### src/rtl/e_stage_reg.sv
// e_stage_reg: decode-to-execute pipeline register with bubble and async clear.
// Ports:
//   clk, reset (async, active-high)
//   E_bubble (loads an all-zero NOP instead of the D inputs)
//   D_op, D_func, D_valC, d_valA, d_valB, d_dstE, d_dstM, d_srcA, d_srcB (decode stage inputs)
//   E_op, E_func, E_valC, E_valA, E_valB, E_dstE, E_dstM, E_srcA, E_srcB (registered outputs)
module e_stage_reg (
   output logic [5:0]  E_op,
   output logic [5:0]  E_func,
   output logic [31:0] E_valC,
   output logic [31:0] E_valA,
   output logic [31:0] E_valB,
   output logic [4:0]  E_dstE,
   output logic [4:0]  E_dstM,
   output logic [4:0]  E_srcA,
   output logic [4:0]  E_srcB,
   input  logic        clk,
   input  logic        E_bubble,
   input  logic [5:0]  D_op,
   input  logic [5:0]  D_func,
   input  logic [31:0] D_valC,
   input  logic [31:0] d_valA,
   input  logic [31:0] d_valB,
   input  logic [4:0]  d_dstE,
   input  logic [4:0]  d_dstM,
   input  logic [4:0]  d_srcA,
   input  logic [4:0]  d_srcB,
   input  logic        reset
);

   logic [5:0]  r_op;
   logic [5:0]  r_func;
   logic [31:0] r_valC;
   logic [31:0] r_valA;
   logic [31:0] r_valB;
   logic [4:0]  r_dstE;
   logic [4:0]  r_dstM;
   logic [4:0]  r_srcA;
   logic [4:0]  r_srcB;

   // The NOP is all-zero: sll $0,$0,0 with $0 specifiers, so no
   // writeback and no forwarding match downstream.
   always_ff @(posedge clk or posedge reset) begin
      if (reset) begin
         r_op   <= '0;
         r_func <= '0;
         r_valC <= '0;
         r_valA <= '0;
         r_valB <= '0;
         r_dstE <= '0;
         r_dstM <= '0;
         r_srcA <= '0;
         r_srcB <= '0;
      end else if (E_bubble) begin
         r_op   <= '0;
         r_func <= '0;
         r_valC <= '0;
         r_valA <= '0;
         r_valB <= '0;
         r_dstE <= '0;
         r_dstM <= '0;
         r_srcA <= '0;
         r_srcB <= '0;
      end else begin
         r_op   <= D_op;
         r_func <= D_func;
         r_valC <= D_valC;
         r_valA <= d_valA;
         r_valB <= d_valB;
         r_dstE <= d_dstE;
         r_dstM <= d_dstM;
         r_srcA <= d_srcA;
         r_srcB <= d_srcB;
      end
   end

   assign E_op   = r_op;
   assign E_func = r_func;
   assign E_valC = r_valC;
   assign E_valA = r_valA;
   assign E_valB = r_valB;
   assign E_dstE = r_dstE;
   assign E_dstM = r_dstM;
   assign E_srcA = r_srcA;
   assign E_srcB = r_srcB;

endmodule

### config.mk
export PLATFORM = sky130hd
export DESIGN_NAME = e_stage_reg
export DESIGN_NICKNAME = d
export VERILOG_FILES = /design/src/rtl/e_stage_reg.sv
export SDC_FILE = /design/constraint.sdc
export NUM_CORES = 1
export LEC_CHECK = 0
export CORE_UTILIZATION = 38
export CTS_BUF_LIST = sky130_fd_sc_hd__clkbuf_2 sky130_fd_sc_hd__clkbuf_4 sky130_fd_sc_hd__clkbuf_8
export DETAILED_ROUTE_END_ITERATION = 8
export MAX_ROUTING_LAYER = met4
export PLACE_DENSITY = 0.83
export SLEW_MARGIN = 5
export SYNTH_ARGS = -nofsm -noshare
export SYNTH_HDL_FRONTEND = slang
export SYNTH_SLANG_ARGS = --single-unit
export TNS_END_PERCENT = 20
### constraint.sdc
create_clock -name clk -period 4.8 [get_ports clk]
set_input_delay 0.96 -clock clk [delete_from_list [all_inputs] [get_ports clk]]
set_output_delay 0.96 -clock clk [all_outputs]
set_load 0.01 [all_outputs]
==> results.md <==
* Chip width at between 100 and 150 um
* Core Box Area at 10400 um^2
* Static leakage at 0.00314 uW
* Clk sinks at 128
* CP top delay family: buffers and inverters
* Setup TNS at 0 ps
* Initial DRC Count at around 70
* Vias/cell at 4.18
* Net Switching at 529 uW
* Required time worst endpoint at 3840 ps
* CTS tree: yes
* # rows at 37
* Met1 WL at 3.68 mm
* Antenna violations before repair at 1
* DRC violations left at 0
* Avg WL per Cell at around 15 um
* Clock root buffer: clkbuf_8
* Status: finished clean
* Crit end category: output port
* Post-CTS Repair Setup Buffers at 0
* Final nets at 667
* Max frequency at 439 MHz
* Layout cell share with drive strength beyond 1 at 6.56%
* I/O pins at ~260
* Net Count, Synth at 402
* TritonRoute pass-1 iters at 4
* Crit path DAT at ~1300 ps
* Full die area at approximately 11000 um^2
* Vias in the first global route at 3041
* Slew margin rel. at a little under half
* CP Cell Sequence: clkdlybuf4s50_1
* Non-Filler Instances at 686
* Top Metal Used: met4
* Met2 Routed Length at 5.23 mm
* Post-synthesis area per instance at 15.2 um^2
* Register share of total power at 47.0%
* WS Path Type: flip-flop to output port
* Combinational power share at a little over an eighth
* Sequential area share after synthesis at 78.0%
* Overflow after GRT at 0
* Synthesized area at 4110 um^2
* RSZ-0062 raised after global routing: false
* Clk buf depth at 2
* CTS Hold Buffers Added at 0
* Max Cap Viol at 0
* Crit path time final at 2280 ps
* Initial core utilization at 39.4%
* Dpl hpwl at roughly 7.5 mm
* H-tree depth at 4
* Gpl congestion at 0.760
* Cells after DPL at 653
* Crit path largest cell delay at 540 ps
* Clock transition at the registers of the reported paths at approximately 70 ps
* Routed wire length at about 10 mm
* CP max-delay cell: clkdlybuf4s50_1
* Switching Fraction at 21.6%
* Final hold vios at 0
* Critical Path Start Type: flip-flop
* All-Layer GR Usage at 19.6%
* Pwr dens at 339 nW/um^2
* Fin. max-slew vios at 0
* PostCTS Resize Cnt at 0
* Die Span Y at 106 um
* Critical path buffers and inverters at 1
* Crit share post-route at a little under half
* Maximum vdd drop at around 280 uV
* Least-Margin Pin Slew at 808 ps
* Netlist cell types at 6
* First-pass GRT wire length at 15.6 mm
* Routed Antenna Nets at 0
* Vias at 2866
* Setup violators final at 0
* IO buf count at between 200 and 300
* Min-Delay Path Class: primary input to asynchronous set/reset pin
* Largest net degree at the start of global routing at 79
* Mapped Cells at 271
* Metal3 WL at between 1 and 1.5 mm
* Layout overhead on the synthesized area at 75.7%
* Clk pwr share at just under 40%
* Num CTS Buffers at 17
* CP Max Fanout at 1
* Int Pwr at around 1900 uW
* #FFs+latches synth at 128
* Synth warn at 0
-- registers in the layout, summed over array words and instances (netlist names) --
signal / flops
E_srcB: 5
E_valC: 32
E_valA: 32
E_op: 6
E_dstM: 5
E_func: 6
E_dstE: 5
E_valB: 32
E_srcA: 5
-- cell type report --
cell class / count / area, um^2
Antenna cell: 1 / 2.50
Clock buffer: 23 / 298
Clock inverter: 9 / 131
Fill cell: 745 / 3200
Inverter: 1 / 6.26
Multi-Input combinational cell: 128 / 801
Sequential cell: 128 / 3200
Tap cell: 136 / 170
Timing Repair Buffer: 260 / 2610
-- metal layers --
layer,vias up,GRT usage [%]
met3,20,9.01
met5,-,-
met4,0,7.44
met2,160,31.8
li1,1342,-
met1,1344,21.0
-- cell usage in the layout (no fill, tap or decap), drive strengths merged --
master | netlist | final
clkinvlp | 0 | 3
diode | 0 | 1
clkdlybuf4s50 | 0 | 257
nor2b | 128 | 128
clkbuf | 0 | 23
clkinv | 0 | 3
buf | 14 | 3
inv | 1 | 1
dfrtp | 128 | 128
bufinv | 0 | 3
-- cells in the mapped netlist (all sizes together) --
cell type / n / area (um^2)
dfrtp: 128 / 3200
buf: 14 / 101
inv: 1 / 3.75
nor2b: 128 / 801
-- power by group through the flow --
stage | clock, uW | combinational [uW] | sequential (uW)
6_report | 971 | 325 | 1150
5_1_grt | 1050 | 350 | 1150
4_1_cts | 995 | 331 | 1150
3_5_place_dp | 0 | 330 | 1170
3_3_place_gp | 0 | 323 | 1170
2_1_floorplan | 0 | 70.2 | 1200
-- logic make-up (layout without fill, tap and decap cells) --
logic type | count (synthesis) | in the layout | synth area share (%)
DFF | 128 | 128 | 78.0
and+or+nand+nor | 128 | 128 | 19.5
other | 0 | 1 | 0
buffers and inverters | 15 | 293 | 2.56
-- through the flow --
| step | worst slack (ps) | instance area (um^2) | utilization, % | total power, uW | hold slack (ps) |
|---|---|---|---|---|---|
| global route | 2440 | 7220 | 69.3 | 2550 | 1040 |
| detailed placement | 2370 | 6790 | 65.2 | 1500 | 1520 |
| floorplan | 427 | 4110 | - | 1270 | 1100 |
| finish | 2520 | 7220 | 69.3 | 2440 | 1050 |
| global placement | 2480 | 6790 | 65.2 | 1490 | 1510 |
| CTS | 2470 | 7220 | 69.3 | 2480 | 1050 |
-- worst max path at each step --
stage,start,end,cells after the start
3_5_place_dp,E_bubble,E_dstM[0],3
4_1_cts,E_valC[1],E_valC[1],1
3_3_place_gp,reset,E_valB[26],3
2_1_floorplan,reset,E_dstE[0],1
5_1_grt,E_valA[6],E_valA[6],1
6_report,E_valA[31],E_valA[31],1
Note: power is estimated with default switching activity, not from simulation.
